**config.mk**
```make
export PLATFORM = sky130hd
export DESIGN_NAME = mem_port_arbiter
export DESIGN_NICKNAME = d
export VERILOG_FILES = /design/src/rtl/mem_arb_pkg.sv /design/src/rtl/mem_port_arbiter_rr_arb2.sv /design/src/rtl/mem_port_arbiter.sv
export SDC_FILE = /design/constraint.sdc
export NUM_CORES = 1
export LEC_CHECK = 0
export ABC_AREA = 1
export CORE_ASPECT_RATIO = 0.75
export CORE_MARGIN = 2
export CORE_UTILIZATION = 30
export CTS_CLUSTER_DIAMETER = 40
export CTS_CLUSTER_SIZE = 14
export DETAILED_ROUTE_END_ITERATION = 16
export PLACE_DENSITY = 0.78
export REMOVE_ABC_BUFFERS = 1
export SLEW_MARGIN = 0
export SYNTH_ARGS = -nofsm -noshare
export SYNTH_HDL_FRONTEND = slang
export SYNTH_SLANG_ARGS = --single-unit
```
**constraint.sdc**
```tcl
create_clock -name clk_i -period 1.5 [get_ports clk_i]
set_input_delay 0.3 -clock clk_i [delete_from_list [all_inputs] [get_ports clk_i]]
set_output_delay 0.3 -clock clk_i [all_outputs]
set_load 0.05 [all_outputs]
```
**src/rtl/mem_arb_pkg.sv**
```systemverilog
// mem_arb_pkg: shared types and helpers for the memory port arbiter.
//   state_e             - arbiter FSM states (IDLE: may grant, WAIT: read outstanding)
//   owner_e             - which requester owns the outstanding read
//   MMIO_BASE_DEFAULT   - byte address of the seven-segment display word
//   mem_word_addr()     - 32-bit byte address -> 20-bit memory word address
package mem_arb_pkg;

   typedef enum logic {
      IDLE = 1'b0,
      WAIT = 1'b1
   } state_e;

   typedef enum logic {
      OWN_IF = 1'b0,
      OWN_LS = 1'b1
   } owner_e;

   localparam logic [31:0] MMIO_BASE_DEFAULT = 32'h8000_0000;

   // Bit 31 selects the upper (MMIO) half of the memory; bits 19:1 give the word.
   // The other address bits do not reach the memory.
   function automatic logic [19:0] mem_word_addr(input logic [31:0] addr);
      logic unused_bits;
      unused_bits = ^{addr[30:20], addr[0]};
      return {addr[31], addr[19:1]};
   endfunction

endpackage

```
**src/rtl/mem_port_arbiter_rr_arb2.sv**
```systemverilog
// rr_arb2: two-way round-robin arbiter.
//   clk_i, rst_n_i - clock, synchronous active-low reset
//   en_i           - arbitration allowed this cycle
//   req_i[1:0]     - requests, [0] = IF, [1] = LS
//   gnt_o[1:0]     - one-hot grant (combinational), same bit order
// The priority register names the requester that wins a tie; it resets to LS
// and moves to the other requester whenever a grant is issued.
module rr_arb2
   import mem_arb_pkg::*;
(
   input  logic       clk_i,
   input  logic       rst_n_i,
   input  logic       en_i,
   input  logic [1:0] req_i,
   output logic [1:0] gnt_o
);

   owner_e prio_q, prio_d;

   always_comb begin
      gnt_o = 2'b00;
      if (en_i) begin
         if (req_i == 2'b11) begin
            gnt_o = (prio_q == OWN_LS) ? 2'b10 : 2'b01;
         end else begin
            gnt_o = req_i;
         end
      end
   end

   always_comb begin
      prio_d = prio_q;
      if (gnt_o[0]) begin
         prio_d = OWN_LS;
      end else if (gnt_o[1]) begin
         prio_d = OWN_IF;
      end
   end

   always_ff @(posedge clk_i) begin
      if (!rst_n_i) begin
         prio_q <= OWN_LS;
      end else begin
         prio_q <= prio_d;
      end
   end

endmodule

```
**src/rtl/mem_port_arbiter.sv**
```systemverilog
// mem_port_arbiter: shares one data-memory port between instruction fetch (IF)
// and load/store (LS), one read outstanding at a time, and decodes the display
// MMIO word.
//   Parameters: MEM_LAT (read latency, 1..4), MMIO_BASE (display word address)
//   clk_i, rst_n_i           - clock, synchronous active-low reset
//   if_req_i/if_addr_i       - IF read request, held until if_gnt_o
//   if_gnt_o/if_rvalid_o/if_rdata_o - IF accept, read-data pulse and data
//   ls_req_i/ls_we_i/ls_addr_i/ls_wdata_i - LS request, held until ls_gnt_o
//   ls_gnt_o/ls_rvalid_o/ls_rdata_o - LS accept, read-data pulse and data
//   mem_addr_o/mem_wdata_o/mem_wen_o/mem_ren_o - memory port (grant cycle only)
//   mem_rdata_i              - memory data, valid MEM_LAT cycles after mem_ren_o
//   disp_wen_o/disp_data_o   - display register write pulse and held data
module mem_port_arbiter
   import mem_arb_pkg::*;
#(
   parameter int unsigned  MEM_LAT   = 1,
   parameter logic [31:0]  MMIO_BASE = MMIO_BASE_DEFAULT
) (
   input  logic        clk_i,
   input  logic        rst_n_i,
   input  logic        if_req_i,
   input  logic [31:0] if_addr_i,
   output logic        if_gnt_o,
   output logic        if_rvalid_o,
   output logic [31:0] if_rdata_o,
   input  logic        ls_req_i,
   input  logic        ls_we_i,
   input  logic [31:0] ls_addr_i,
   input  logic [31:0] ls_wdata_i,
   output logic        ls_gnt_o,
   output logic        ls_rvalid_o,
   output logic [31:0] ls_rdata_o,
   output logic [19:0] mem_addr_o,
   output logic [31:0] mem_wdata_o,
   output logic        mem_wen_o,
   output logic        mem_ren_o,
   input  logic [31:0] mem_rdata_i,
   output logic        disp_wen_o,
   output logic [31:0] disp_data_o
);

   localparam logic [2:0] LAT_C = 3'(MEM_LAT);

   state_e      state_q;
   owner_e      owner_q;
   logic [2:0]  cnt_q;
   logic        if_rvalid_q, ls_rvalid_q;
   logic [31:0] if_rdata_q, ls_rdata_q;
   logic        disp_wen_q;
   logic [31:0] disp_data_q;

   logic [1:0]  gnt;
   logic        arb_en;
   logic        ls_wr, rd_start, mmio_hit_d;

   // Gating with reset keeps the combinational grant path at 0 while in reset.
   assign arb_en = rst_n_i && (state_q == IDLE);

   rr_arb2 u_arb (
      .clk_i   (clk_i),
      .rst_n_i (rst_n_i),
      .en_i    (arb_en),
      .req_i   ({ls_req_i, if_req_i}),
      .gnt_o   (gnt)
   );

   assign ls_wr      = gnt[1] && ls_we_i;
   assign rd_start   = gnt[0] || (gnt[1] && !ls_we_i);
   assign mmio_hit_d = ls_wr && (ls_addr_i == MMIO_BASE);

   assign if_gnt_o    = gnt[0];
   assign ls_gnt_o    = gnt[1];
   assign mem_wen_o   = ls_wr;
   assign mem_ren_o   = rd_start;
   assign mem_wdata_o = ls_wr ? ls_wdata_i : 32'h0;

   always_comb begin
      mem_addr_o = 20'h0;
      if (gnt[1]) begin
         mem_addr_o = mem_word_addr(ls_addr_i);
      end else if (gnt[0]) begin
         mem_addr_o = mem_word_addr(if_addr_i);
      end
   end

   // cnt_q counts cycles since the grant: it is 1 in the first WAIT cycle, so
   // cnt_q == MEM_LAT is the cycle in which mem_rdata_i is valid.
   always_ff @(posedge clk_i) begin
      if (!rst_n_i) begin
         state_q     <= IDLE;
         owner_q     <= OWN_IF;
         cnt_q       <= 3'd0;
         if_rvalid_q <= 1'b0;
         ls_rvalid_q <= 1'b0;
         if_rdata_q  <= 32'h0;
         ls_rdata_q  <= 32'h0;
         disp_wen_q  <= 1'b0;
         disp_data_q <= 32'h0;
      end else begin
         if_rvalid_q <= 1'b0;
         ls_rvalid_q <= 1'b0;
         disp_wen_q  <= mmio_hit_d;
         if (mmio_hit_d) begin
            disp_data_q <= ls_wdata_i;
         end
         case (state_q)
            IDLE: begin
               if (rd_start) begin
                  state_q <= WAIT;
                  owner_q <= gnt[1] ? OWN_LS : OWN_IF;
                  cnt_q   <= 3'd1;
               end
            end
            WAIT: begin
               if (cnt_q == LAT_C) begin
                  state_q <= IDLE;
                  cnt_q   <= 3'd0;
                  if (owner_q == OWN_LS) begin
                     ls_rdata_q  <= mem_rdata_i;
                     ls_rvalid_q <= 1'b1;
                  end else begin
                     if_rdata_q  <= mem_rdata_i;
                     if_rvalid_q <= 1'b1;
                  end
               end else begin
                  cnt_q <= cnt_q + 3'd1;
               end
            end
            default: state_q <= IDLE;
         endcase
      end
   end

   assign if_rvalid_o = if_rvalid_q;
   assign ls_rvalid_o = ls_rvalid_q;
   assign if_rdata_o  = if_rdata_q;
   assign ls_rdata_o  = ls_rdata_q;
   assign disp_wen_o  = disp_wen_q;
   assign disp_data_o = disp_data_q;

endmodule

```
* Yosys cells after proc, flatten, opt, wreduce, memory -nomap -nowiden *
Index checks and enable logic that the tools add are counted.

operators by class
  add/subtract/negate cells = 1
  equality and inequality tests = 4
  multiplexer cells = 15
  bitwise gates (word level) = 3
  reduce and logical (&&, ||, !) cells = 11

operators with widths
  kind                    count
  $mux W20                2
  $eq A32 B32 Y1 const B  1
  $mux W32                1
  $reduce_and A3 Y1       3
  $mux W2                 3
  $mux W3                 2
  $pmux W3 S2             1
  $mux W1                 5
  $logic_and A1 B1 Y1     4
  $add A3 B1 Y3 const B   1
  $eq A3 B1 Y1 const B    1
  $not A1 Y1              3
  $eq A2 B2 Y1 const B    1
  $ne A2 B2 Y1 const B    1
  $pmux W1 S2             1
  $reduce_and A2 Y1       1
  $reduce_or A2 Y1        1
  $logic_not A1 Y1        1
  $logic_or A1 B1 Y1      1

storage, ports and cells
  register bits = 105
  word-level logic and storage cells = 44

* Longest topological paths before layout *
  word-level depth = 7
  depth in mapped cells = 10
  gate-level depth less buffers = 9

* Cells and area by module *
Synthesis repeated with hierarchy kept, for this count alone.

second synthesis, totals
  cells, all modules = 649
  area total of the unflattened synthesis = 4541.9 um^2

modules (own cells, without submodules)
  module            instances  cells an instance  area an instance (um^2)  seq. area each (um^2)
  mem_port_arbiter  1          638                4474.3                   2082.0
  rr_arb2           1          11                 67.6                     20.0

* Worst setup path after synthesis *
No wires, ideal clock.

  path type = in2out
  start point = input rst_n_i
  end point = output mem_addr_o[10]
  data arrival time = 1928 ps
  setup slack = -728 ps
  cell stages on the path = 5
  path buffers = 1
  cell sequence = buf_4 > inv_2 > nor2_4 > nand3_1 > o21ai_0

on the way
  word-level cells in the longest chain between the ends = 4

ends and longest elaborated chain
  element                line                            RTL
  start: declaration     mem_port_arbiter.sv:20          input logic rst_n_i,
  $logic_and A1 B1 Y1 *  mem_port_arbiter.sv:57          assign arb_en = rst_n_i && (state_q == IDLE);
  $mux W2 *              mem_port_arbiter_rr_arb2.sv:22  if (en_i) begin
  $mux W20               mem_port_arbiter.sv:81          end else if (gnt[0]) begin
  $mux W20 *             mem_port_arbiter.sv:79          if (gnt[1]) begin
  end: declaration       mem_port_arbiter.sv:33          output logic [19:0] mem_addr_o,

Every way passes the cells marked *; elsewhere a longest branch is shown, timed or not.

* Worst setup path after layout *
  start point = register state_q
  end point = output mem_addr_o[12]

on the way
  word-level cells in the longest chain between the ends = 5

ends and longest elaborated chain
  element                        line                            RTL
  start: declaration             mem_port_arbiter.sv:44          state_e state_q;
  start signal: assignment       mem_port_arbiter.sv:90          state_q <= IDLE;
  start signal: assignment       mem_port_arbiter.sv:109         state_q <= WAIT;
  start signal: assignment       mem_port_arbiter.sv:116         state_q <= IDLE;
  $not A1 Y1 (no source line) *  n/a
  $logic_and A1 B1 Y1 *          mem_port_arbiter.sv:57
  $mux W2 *                      mem_port_arbiter_rr_arb2.sv:22
  $mux W20                       mem_port_arbiter.sv:81
  $mux W20 *                     mem_port_arbiter.sv:79

Marked as above.

==> out/qor.yml <==
run_status:
  outcome: "finished with violations"
  failed_checks: "negative setup slack"
logic_synthesis:
  synthCells: 662
  ys_seq_area_share_pct: 46.5
  ys_warn_count: 0
  synth_area_sq_um: 4520
  avgSynthCellArea_sq_um: 6.83
  ys_types: 18
  ys_ff_latch: 105
detailed_routing:
  routed_wl_um: 19200
  drc: 0
  wire_per_inst_um: 16.3
  num_vias: 5512
  drt-initial-drc-count: 228
  firstDrtPassIters: 4
  routed_via_density: 4.66
  drtAntennaViolNets: 0
cts:
  cts_max_path_buffers: 2
  cts_tree: "done"
  clk_latency_ns: 0.34
  clk_pin_slew_ns: 0.08
  cts-htree-levels: 3
  cts_buffers: 9
  clockRootBuffer: "clkbuf_16"
  cts_hold_buf: 0
  clock_sinks: 105
worst_setup_path:
  crit_type: "flip-flop to primary output"
  r2r_slack_ns: -0.21
  cp.arrival_ns: 1.64
  r2r_end: "disp_data_o[6]$_SDFFE_PN0P_"
  worstPathMaxFanout: 6
  r2r_start: "state_q$_SDFF_PN0_"
  end_kind: "primary output"
  r2r_cells: 10
  worstSetupStartpointType: "flip-flop"
  cp.required_ns: 1.20
pwr:
  seqPwrFrac_pct: 40.4
  ir_drop_mv: 0.691
  internal_power_w: 0.00501
  p_switching_w: 0.00216
  p_comb_share_pct: 27.2
  pwr-share-clk_pct: 32.4
  pwr_density_cell_nw_per_um2: 697
  swShare_pct: 30.1
  leakage_nw: 4.33
min_path:
  min_to: "ls_rvalid_o$_SDFF_PN0_"
  hold_start: "rst_n_i"
  hold_class: "input pin to flip-flop"
  min_path_cells: 4
sta:
  slew_headroom_pct: 41.5
  tightestPinTransition_ns: 0.878
  max_freq_ghz: 0.516
  holdWs_ns: 0.382
  final.setup.worst_slack_ns: -0.438
  layout_min_cycle_time_ns: 1.94
  rsz0062_at_grt: "true"
  finalClockSkew_ns: 0.0145
  final_max_slew_viol_count: 0
  period_share_pct: 129
  setup_viol: 88
  hold_viol_final: 0
die:
  die_x_um: 146
  dieArea_sq_um: 16100
  start_util_pct: 31.0
  coreArea_sq_um: 14600
  fp.dieH_um: 110
  row_count: 38
  num_io_pins: 288
finish:
  layout_commonest_cell: "nor2_1"
  regArea_sq_um: 2100
  areaGrowthSynthToFinish_pct: 127
  multi_input_area_sq_um: 2350
  nFillCells: 1018
  mostFrequentLayoutCells: "nor2_1 (185), buf_12 (164), clkdlybuf4s50_1 (116)"
  final_util_pct: 70.4
  drive_gt1_share_pct: 32.7
  n_antenna_cell: 0
  fin_nets: 1110
job:
  maxCapViolations: 0
place:
  numPortBuffers: 275
  gp_congestion: 0.876
  place.detailed.hpwl_um: 14000
global_route:
  grt_overflow: 0
  grt_pass1_vias: 5527
  grt_pass1_wl_um: 29800
  track_usage_pct: 23.5
  grt_max_degree: 98
  antenna_found_initial: 0
-- power groups by stage --
stage               Sequential, W  Combinational (W)  Clock (W)
global placement          0.00296            0.00175          0
global route              0.00291            0.00204    0.00253
floorplan                 0.00310           0.000518          0
CTS                       0.00290            0.00190    0.00242
finish                    0.00290            0.00195    0.00232
detailed placement        0.00296            0.00178          0
-- sequential cells by signal, summed over array words and instances, names as in the netlist, 3 cells and up --
| register | cells |
|---|---|
| cnt_q | 3 |
| if_rdata_o | 32 |
| ls_rdata_o | 32 |
| disp_data_o | 32 |
-- synth_stat cells, drive strengths merged --
cell type	instances	area, sq um
inv	58	218
buf	24	135
xor2	1	8.76
nand3	36	180
o21ai	78	390
nor2	223	852
dfxtp	105	2100
nor3	3	15.0
a22o	9	78.8
nand4	5	46.3
nand2	68	255
clkbuf	17	63.8
a21oi	35	175
-- layer usage --
metal / wire, um / part of all wire (%) / vias up / track usage, %
met5: 0 / 0 / - / 0
met4: 694 / 3.6 / 0 / 9.24
li1: - / - / 2723 / -
met2: 9110 / 47 / 231 / 40.0
met1: 7570 / 39 / 2514 / 27.1
met3: 1860 / 9.7 / 44 / 9.09
-- kinds of logic (layout without fill, tap and decap cells) --
| kind of cell | Yosys count | after routing | share of synthesized area (%) |
|---|---|---|---|
| xor+xnor | 1 | 1 | 0.194 |
| compound gates | 122 | 122 | 14.3 |
| flops | 105 | 105 | 46.5 |
| buf+inv | 99 | 419 | 9.22 |
| simple gates | 335 | 335 | 29.8 |
-- final cells by class --
class                   count  area share, %
clock buffers              10           2.23
clock inverters             6          0.633
inverters                  58           2.19
multi-input cells         458           22.9
flip-flops and latches    105           20.5
well taps                 200           2.43
repair buffers            345           49.2
-- worst max path at each step --
| stage | start | to | slack (ns) |
|---|---|---|---|
| floorplan | ls_addr_i[10] | disp_data_o[0]$_SDFFE_PN0P_ | -1.44 |
| global placement | ls_req_i | mem_addr_o[12] | -0.45 |
| detailed placement | ls_addr_i[31] | disp_data_o[11]$_SDFFE_PN0P_ | -0.52 |
| CTS | state_q$_SDFF_PN0_ | mem_addr_o[4] | -0.40 |
| global route | state_q$_SDFF_PN0_ | mem_addr_o[12] | -0.49 |
| finish | state_q$_SDFF_PN0_ | mem_addr_o[12] | -0.44 |
-- worst max-delay path: stages (launching register included) --
cell and delay [ns]:
dfxtp_2 0.34, nor2_4 0.13, buf_6 0.12, nand3_4 0.10, inv_6 0.11, buf_12 0.12
nand2_1 0.08, o21ai_2 0.06, buf_4 0.13, buf_12 0.12
-- stage by stage --
stage	cell area [sq um]	setup WS [ns]	TNS [ns]	total power, W	instances
final	10300	-0.438	-26.14	0.00717	1182
after CTS	10100	-0.399	-23.21	0.00722	1181
after floorplan	4320	-1.44	-111.88	0.00362	621
after global routing	10300	-0.491	-32.11	0.00748	1182
after global placement	9420	-0.450	-35.65	0.00471	1154
after detailed placement	9420	-0.521	-42.70	0.00474	1154
-- repair_timing --
action,CTS,global route
pin swaps,16,3
buffers inserted,7,4
cloned,5,1
resized for setup,104,29
setup endpoints to repair,89,98
(Power assumes the default switching activity.)
